$ cat config.mk
export PLATFORM = sky130hd
export DESIGN_NAME = sub_divider_ctrl
export DESIGN_NICKNAME = d
export VERILOG_FILES = /design/src/rtl/sub_div_pkg.sv /design/src/rtl/borrow_sub.sv /design/src/rtl/sub_divider_ctrl.sv
export SDC_FILE = /design/constraint.sdc
export NUM_CORES = 1
export LEC_CHECK = 0
export ABC_AREA = 0
export ABC_CLOCK_PERIOD_IN_PS = 4200
export CORE_MARGIN = 2
export CORE_UTILIZATION = 51
export CTS_CLUSTER_SIZE = 28
export DETAILED_ROUTE_END_ITERATION = 16
export PLACE_DENSITY = 0.78
export SLEW_MARGIN = 20
export SYNTH_ARGS = -nofsm -noshare
export SYNTH_HDL_FRONTEND = slang
export SYNTH_SLANG_ARGS = --single-unit
$ cat constraint.sdc
create_clock -name clk -period 4.2 [get_ports clk]
set_clock_uncertainty 0.15 [all_clocks]
set_input_delay 0.84 -clock clk [delete_from_list [all_inputs] [get_ports clk]]
set_output_delay 0.84 -clock clk [all_outputs]
set_load 0.01 [all_outputs]
$ cat src/rtl/sub_div_pkg.sv
// rtl/sub_div_pkg.sv - shared types and sizing helpers for the restoring divider
package sub_div_pkg;

  typedef enum logic [1:0] {
    IDLE = 2'd0,
    RUN  = 2'd1,
    DONE = 2'd2
  } state_t;

  localparam int DEFAULT_WIDTH = 5;

  // Iteration counter width; it must hold WIDTH-1.
  function automatic int cnt_w(input int width);
    return (width < 2) ? 1 : $clog2(width);
  endfunction

endpackage

$ cat src/rtl/borrow_sub.sv
// rtl/borrow_sub.sv - parameterised ripple-borrow subtractor, diff = a - b
module borrow_sub #(
  parameter int W = 6
) (
  input  logic [W-1:0] a,
  input  logic [W-1:0] b,
  output logic [W-1:0] diff,
  output logic         borrow_out
);

  logic [W:0] brw;

  // Ripple the borrow from LSB to MSB, one full-subtractor cell per bit.
  always_comb begin
    brw    = '0;
    diff   = '0;
    brw[0] = 1'b0;
    for (int i = 0; i < W; i++) begin
      diff[i]    = a[i] ^ b[i] ^ brw[i];
      brw[i + 1] = (~a[i] & b[i]) | (~(a[i] ^ b[i]) & brw[i]);
    end
    borrow_out = brw[W];
  end

endmodule

$ cat src/rtl/sub_divider_ctrl.sv
// rtl/sub_divider_ctrl.sv - start/done sequencer for a restoring divider; optional abort via SUBDIV_ABORT_EN
module sub_divider_ctrl
  import sub_div_pkg::*;
#(
  parameter int WIDTH = DEFAULT_WIDTH
) (
  input  logic             clk,
  input  logic             rst_n,
`ifdef SUBDIV_ABORT_EN
  input  logic             abort,
`endif
  input  logic             start,
  input  logic [WIDTH-1:0] dividend,
  input  logic [WIDTH-1:0] divisor,
  output logic             ready,
  output logic             busy,
  output logic             done,
  output logic [WIDTH-1:0] quotient,
  output logic [WIDTH-1:0] remainder,
  output logic             div_by_zero
);

  localparam int CNT_W = cnt_w(WIDTH);

  state_t           state_q, state_d;
  logic [WIDTH-1:0] p_q, p_d;
  logic [WIDTH-1:0] q_q, q_d;
  logic [WIDTH-1:0] d_q, d_d;
  logic [CNT_W-1:0] cnt_q, cnt_d;
  logic [WIDTH-1:0] quot_q, quot_d;
  logic [WIDTH-1:0] rem_q, rem_d;
  logic             dbz_q, dbz_d;

  logic [WIDTH:0]   trial_s;
  logic [WIDTH:0]   trial_diff;
  logic             trial_bo;
  logic [WIDTH-1:0] p_next;
  logic [WIDTH-1:0] q_next;
  logic             abort_req;

`ifdef SUBDIV_ABORT_EN
  assign abort_req = abort;
`else
  assign abort_req = 1'b0;
`endif

  // Shift in the next dividend bit; P < D keeps S within WIDTH+1 bits.
  assign trial_s = {p_q, q_q[WIDTH-1]};

  borrow_sub #(.W(WIDTH + 1)) u_sub (
    .a          (trial_s),
    .b          ({1'b0, d_q}),
    .diff       (trial_diff),
    .borrow_out (trial_bo)
  );

  // Restore on borrow, otherwise keep the difference and set the quotient bit.
  always_comb begin
    p_next = trial_bo ? trial_s[WIDTH-1:0] : trial_diff[WIDTH-1:0];
    q_next = {q_q[WIDTH-2:0], ~trial_bo};
  end

  // Next-state, working-register and result-register logic.
  always_comb begin
    state_d = state_q;
    p_d     = p_q;
    q_d     = q_q;
    d_d     = d_q;
    cnt_d   = cnt_q;
    quot_d  = quot_q;
    rem_d   = rem_q;
    dbz_d   = dbz_q;
    if (state_q == RUN) begin
      if (abort_req) begin
        state_d = IDLE;
      end else begin
        p_d   = p_next;
        q_d   = q_next;
        cnt_d = cnt_q - CNT_W'(1);
        if (cnt_q == '0) begin
          state_d = DONE;
          quot_d  = q_next;
          rem_d   = p_next;
          dbz_d   = 1'b0;
        end
      end
    end else begin
      state_d = IDLE;
      if (start) begin
        p_d   = '0;
        q_d   = dividend;
        d_d   = divisor;
        cnt_d = CNT_W'(WIDTH - 1);
        if (divisor == '0) begin
          state_d = DONE;
          quot_d  = '1;
          rem_d   = dividend;
          dbz_d   = 1'b1;
        end else begin
          state_d = RUN;
        end
      end
    end
  end

  // State and register update with synchronous active-low reset.
  always_ff @(posedge clk) begin
    if (!rst_n) begin
      state_q <= IDLE;
      p_q     <= '0;
      q_q     <= '0;
      d_q     <= '0;
      cnt_q   <= '0;
      quot_q  <= '0;
      rem_q   <= '0;
      dbz_q   <= 1'b0;
    end else begin
      state_q <= state_d;
      p_q     <= p_d;
      q_q     <= q_d;
      d_q     <= d_d;
      cnt_q   <= cnt_d;
      quot_q  <= quot_d;
      rem_q   <= rem_d;
      dbz_q   <= dbz_d;
    end
  end

  assign ready       = (state_q != RUN);
  assign busy        = (state_q == RUN);
  assign done        = (state_q == DONE);
  assign quotient    = quot_q;
  assign remainder   = rem_q;
  assign div_by_zero = dbz_q;

endmodule
# After elaboration in Yosys (flattened, before gate mapping)
# Index checks and enable logic that the tools add are counted.
[totals]
regBits = 31
latch_bits = 0
ram_bits = 0
mem_bits_ro = 0
in_bits = 13
output_inout_bits = 14
elab_cells = 77
memories = 0
[classes]
n_addsub = 1
multipliers = 0
div = 0
n_lt_le_gt_ge = 0
n_eq_ne = 4
shift = 0
n_mux = 23
bitwise = 35
reduce_logical = 6
[ops]
columns = ["cell", "count"]
rows = [
  ["$mux W5", 13],
  ["$not A1 Y1", 12],
  ["$and A1 B1 Y1", 10],
  ["$xor A1 B1 Y1", 9],
  ["$mux W2", 4],
  ["$mux W3", 2],
  ["$logic_not A5 Y1", 1],
  ["$mux W1", 4],
  ["$ne A2 B1 Y1 const B", 2],
  ["$or A1 B1 Y1", 4],
  ["$reduce_bool A2 Y1", 2],
  ["$logic_not A3 Y1", 1],
  ["$reduce_and A3 Y1", 1],
  ["$sub A3 B1 Y3 const B", 1],
  ["$eq A2 B1 Y1 const B", 1],
  ["$eq A2 B2 Y1 const B", 1],
  ["$reduce_and A2 Y1", 1],
]

# Logic depth before layout (Yosys ltp)
[depth]
word_depth = 14
ltp_mapped = 10
ltp_nobuf = 10

# Hierarchy
# A second synthesis with hierarchy kept.
[hier_totals]
cells_unflattened = 181
hier_area_um2 = 1590.3
[by_module_without_submodules]
columns = ["mod", "n_inst", "cells_per_inst", "area_each_um2", "seq_area_each_um2"]
rows = [
  ["sub_divider_ctrl", 1, 161, 1425.1, 620.6],
  ["borrow_sub", 1, 20, 165.2, 0.0],
]

# Worst setup path before layout
# No wires, ideal clock.
[synth_path]
path_kind = "register to register"
startpoint = "register q_q[4]"
endpoint = "register rem_q[1], in the netlist remainder[1]"
setup_ns = 0.068
arrival_ns = 2.712
t_required_ns = 3.982
path_slack_ns = 1.270
path_stages_with_launch = 11
path_buffers = 0
synth_period_minus_slack_ns = 2.930
cell_sequence = "dfxtp_1 -> inv_1 -> ha_1 -> fa_1 -> fa_1 -> fa_1 -> fa_1 -> nor3b_1 -> a211oi_1 -> a21oi_1 -> o2bb2ai_2"
[synth_via]
elab_chain_len = 14
elab_cells_between_ends = 15
classes_between = "3 x mux; 12 x bitwise"
[synth_rtl]
columns = ["element", "line_no", "text"]
rows = [
  ["start, declared", "sub_divider_ctrl.sv:27", "logic [WIDTH-1:0] q_q, q_d;"],
  ["start signal, assigned", "sub_divider_ctrl.sv:120", "q_q <= q_d;"],
  ["$not A1 Y1 (*)", "borrow_sub.sv:20", "brw[i + 1] = (~a[i] & b[i]) | (~(a[i] ^ b[i]) & brw[i]);"],
  ["$and A1 B1 Y1 (*)", "borrow_sub.sv:20", ""],
  ["$and A1 B1 Y1", "borrow_sub.sv:20", ""],
  ["$or A1 B1 Y1", "borrow_sub.sv:20", ""],
  ["$and A1 B1 Y1", "borrow_sub.sv:20", ""],
  ["$or A1 B1 Y1", "borrow_sub.sv:20", ""],
  ["$and A1 B1 Y1", "borrow_sub.sv:20", ""],
  ["$or A1 B1 Y1", "borrow_sub.sv:20", ""],
  ["$and A1 B1 Y1", "borrow_sub.sv:20", ""],
  ["$or A1 B1 Y1", "borrow_sub.sv:20", ""],
  ["$and A1 B1 Y1", "borrow_sub.sv:20", ""],
  ["$mux W5 (*)", "sub_divider_ctrl.sv:59", "p_next = trial_bo ? trial_s[WIDTH-1:0] : trial_diff[WIDTH-1:0];"],
  ["$mux W5 (*)", "sub_divider_ctrl.sv:80", "if (cnt_q == '0) begin"],
  ["$mux W5 (*)", "sub_divider_ctrl.sv:73", "if (state_q == RUN) begin"],
  ["end signal, assigned", "sub_divider_ctrl.sv:124", "rem_q <= rem_d;"],
  ["end, declared", "sub_divider_ctrl.sv:31", "logic [WIDTH-1:0] rem_q, rem_d;"],
]
# Mark *: on every way between the ends. The rest lies on a longest branch, timed or not. The select of a mux whose other input is x is not followed.
# A chain may end at the register's enable or synchronous reset.

# Worst setup path after layout
[layout_path]
startpoint = "register q_q[4]"
endpoint = "register rem_q[0], in the netlist remainder[0]"
[layout_via]
elab_chain_len = 14
elab_cells_between_ends = 15
classes_between = "3 x mux; 12 x bitwise"
[layout_rtl]
columns = ["element", "line_no"]
rows = [
  ["$not A1 Y1", "borrow_sub.sv:20"],
  ["$and A1 B1 Y1 (2 in a row)", "borrow_sub.sv:20"],
  ["$or A1 B1 Y1", "borrow_sub.sv:20"],
  ["$and A1 B1 Y1", "borrow_sub.sv:20"],
  ["$or A1 B1 Y1", "borrow_sub.sv:20"],
  ["$and A1 B1 Y1", "borrow_sub.sv:20"],
  ["$or A1 B1 Y1", "borrow_sub.sv:20"],
  ["$and A1 B1 Y1", "borrow_sub.sv:20"],
  ["$or A1 B1 Y1", "borrow_sub.sv:20"],
  ["$and A1 B1 Y1", "borrow_sub.sv:20"],
  ["$mux W5 (*)", "sub_divider_ctrl.sv:59"],
  ["$mux W5 (*)", "sub_divider_ctrl.sv:80"],
  ["$mux W5 (*)", "sub_divider_ctrl.sv:73"],
]
# Marked as above.

==> implementation parameters <==
Parameter                              Value

Pwr
  Lkg Pwr ... roughly 0.66 nW
  Power after layout ... about 680 µW
  Peak supply drop ... approximately 0.0003 V
  Power per unit of standard cell area ... 379 nW/µm²

Critical path
  Worst path max stage delay ... between 400 and 500 ps
  Maximum fanout count along the critical path ... 6
  Data arrival, critical path ... 3390 ps
  Element type at the critical path end ... flop
  Cells along the critical path ... inv_1 > ha_1 > fa_1 > fa_1 > fa_1 > fa_1 > nor3b_1 > a211oi_1 > a21oi_1 > o2bb2ai_2
  CP delay by family, top ... adder cells
  Most used cell along the critical path ... fa_1
  Category of the critical setup timing path ... flop to flop
  Critical path buffers and inverters ... 1
  Startpoint Class ... flop
  Slowest CP cell ... fa_1
  Crit path required time ... roughly 4300 ps

Global route
  Via count of the first global-routing pass ... around 1.2k
  Global Route met2 Usage ... 0.339
  Met3 Track Usage GR ... 0.0737
  GR Util All Layers ... 0.219
  Maximum number of pins on one net before global-route repair ... 36
  Number of antenna violations at the first check in global routing ... 0
  Wire length of the first global-routing pass ... 5410 µm
  Congestion Overflow GR ... 0
  Top Usage Layer GRT ... met2
  GR Layer Usage met1 ... 0.281

Clocking
  TritonCTS clock tree ... built
  Number of buffers on the longest clock path ... 2
  Clock network latency to the later pin of the worst-skew pair ... between 300 and 400 ps
  Number of buffers added to fix hold violations after cts ... 0
  Deepest level of the CTS H-tree ... 2
  Post-cts gate resize count ... 0
  Clock slew seen by the registers of the worst setup and hold paths ... around 90 ps
  Clock Sinks ... 31
  # Post-CTS Setup Buffers ... 0
  Root Buffer ... clkbuf_4
  Clock buffer count from CTS ... 5

Logic synthesis
  Xor and xnor area share after synthesis ... 0
  Share of synthesized cell area in and, or, nand and nor gates ... 0.155
  Post-Synthesis Cells ... 150
  Distinct cell type count after synthesis ... 30
  Total nets after synthesis ... between 150 and 200
  Post-synth top area cell ... dfxtp_1
  Fraction of synthesized area in multiplexers ... 0.0340
  Dominant combinational cell family by area after synthesis ... compound AO/OA/AOI/OAI gates
  Post-synthesis area per instance ... about 9.8 µm²
  Total number of yosys warnings ... 0
  Post-Synth Adder-Cell Area ... 0.0799
  Top area cells in the synthesized netlist ... dfxtp_1, o2bb2ai_2, a21oi_1, fa_1, mux2i_1
  Compound-gate portion of the synthesized area ... 0.251
  Cell area after synthesis ... about 1500 µm²
  Share of the synthesized area in the top cell type ... 0.421
  Proportion of synthesized chip area in sequential cells ... 0.421
  Count of state elements after synthesis ... 31

Cells and area
  FILL cells ... roughly 230
  Multi-input gate area ... roughly 770 µm²
  Area growth from synthesis to layout ... 21.8%
  Share of layout cells above drive strength 1 ... 0.119
  ANT cells ... 0
  Sequential standard cell area ... 621 µm²
  Final Core Density ... 0.651
  Number of nets in the layout ... ~200
  Most frequent cells in the layout ... dfxtp_1, clkdlybuf4s50_1, a21oi_1
  Most common cell after layout, fill and taps aside ... dfxtp_1
  Non-Filler Instances ... a little over 200

Placement
  Global placer's final weighted congestion ... 0.811
  Port Buffers ... 26
  Hpwl dp ... around 2400 µm
  DP Cell Count ... 200
  Setup WS pre-CTS ... between 900 and 1000 ps

Floorplanning
  Initial cell density of the core ... 0.534
  Die span in x ... a little under 60 µm
  Y dimension of the die ... between 50 and 60 µm
  I/O pin cnt ... 27
  Area of the core ... 2760 µm²
  Cell Rows ... 19
  Die Area ... between 3000 and 4000 µm²

STA
  Max-slew violations ... 0
  Fin Setup TNS ... 0 ps
  Least setup slack across all paths after layout ... between 900 and 1000 ps
  Final hold violation count ... 0
  Max-slew headroom at the worst pin ... 0.600
  RSZ-0062 raised after global routing ... no
  Post-route minimum period ... 3280 ps
  Slew at the pin closest to its max-slew limit ... approximately 600 ps
  Maximum clock rate ... about 300 MHz
  Ratio of final minimum period to clock period ... 0.782
  Final setup vio count ... 0

Run status
  Status ... finished, final reports clean

Route
  DRC violation count after routing ... 0
  Wirelength, routed ... 3360 µm
  Per-cell routed wire length ... approximately 16 µm
  1st-pass router iterations ... 4
  Number of nets still failing antenna checks after routing ... 0
  First-iteration detailed-routing DRC count ... 39
  Via-per-instance ratio ... around 5.7
  DR vias ... about 1.2k

Min path
  Worst hold path class ... flop to flop

Run
  Max-cap violations ... 0
-- area by class of cell --
type | count | area share
Multi-Input combinational cell | 100 | 0.427
Sequential cell | 31 | 0.346
Timing Repair Buffer | 28 | 0.153
Clock buffer | 6 | 0.0286
Tap cell | 31 | 0.0216
Inverter | 10 | 0.0209
Clock inverter | 1 | 0.00279
-- power by group --
part           switching (mW)  internal (mW)  total (mW)
Combinational          0.0870         0.0781       0.165
Clock                  0.0998         0.0775       0.177
Sequential             0.0183          0.318       0.337
-- cells by family (layout without fill, tap and decap cells) --
family	count (synthesis)	in the layout
multiplexers	5	5
flip-flops	31	31
adder cells (fa/ha/maj)	7	7
AO/OA/AOI/OAI	47	47
buffers and inverters	19	45
AND/OR/NAND/NOR	41	41
-- layer usage --
| layer | routed length [µm] | share of wire |
|---|---|---|
| met5 | 0 | 0 |
| met4 | 32 | 0.0095 |
| met3 | 199 | 0.059 |
| met2 | 1660 | 0.49 |
| met1 | 1470 | 0.44 |
-- sequential cells by signal (all words and copies together) (netlist names) --
register,cells
quotient,5
q_q,5
remainder,5
div_by_zero,1
state_q,2
p_q,5
cnt_q,3
d_q,5
-- final timing paths --
check | startpoint | to | slack, ps | depth (start not counted)
setup / recovery | q_q[4]$_SDFFE_PN0N_ | remainder[0]$_SDFFE_PN0P_ | 920 | 10
hold / removal | div_by_zero$_SDFFE_PN0P_ | div_by_zero$_SDFFE_PN0P_ | 320 | 2
setup reg to reg | q_q[4]$_SDFFE_PN0N_ | remainder[0]$_SDFFE_PN0P_ | 920 | 10
hold reg to reg | div_by_zero$_SDFFE_PN0P_ | div_by_zero$_SDFFE_PN0P_ | 320 | 2
-- Yosys cell counts (all sizes together) --
cell / instances
or4: 1
or4b: 1
nand2: 9
fa: 4
mux2i: 5
nor2b: 8
a21boi: 6
nor2: 7
nand3: 5
buf: 3
o21ai: 7
o211ai: 1
and3: 1
and2: 2
clkinv: 1
ha: 3
nor3b: 5
a21bo: 1
a21oi: 16
a211oi: 5
o2bb2ai: 10
inv: 9
clkbuf: 6
o311a: 1
dfxtp: 31
or3: 1
nand2b: 1
-- through the flow --
step           instance area [µm²]  hold WS [ps]
3_3_place_gp                  1740           299
4_1_cts                       1790           322
3_5_place_dp                  1740           299
5_1_grt                       1790           337
2_1_floorplan                 1470           297
6_report                      1790           324
-- worst reg2reg max path, cell delays in order, from the launching register on --
cell and delay, ps:
dfxtp_1 380, inv_1 60, ha_1 200, fa_1 380
fa_1 400, fa_1 400, fa_1 450, nor3b_1 170
a211oi_1 360, a21oi_1 110, o2bb2ai_2 150
Power figures use the tool's default switching activity.
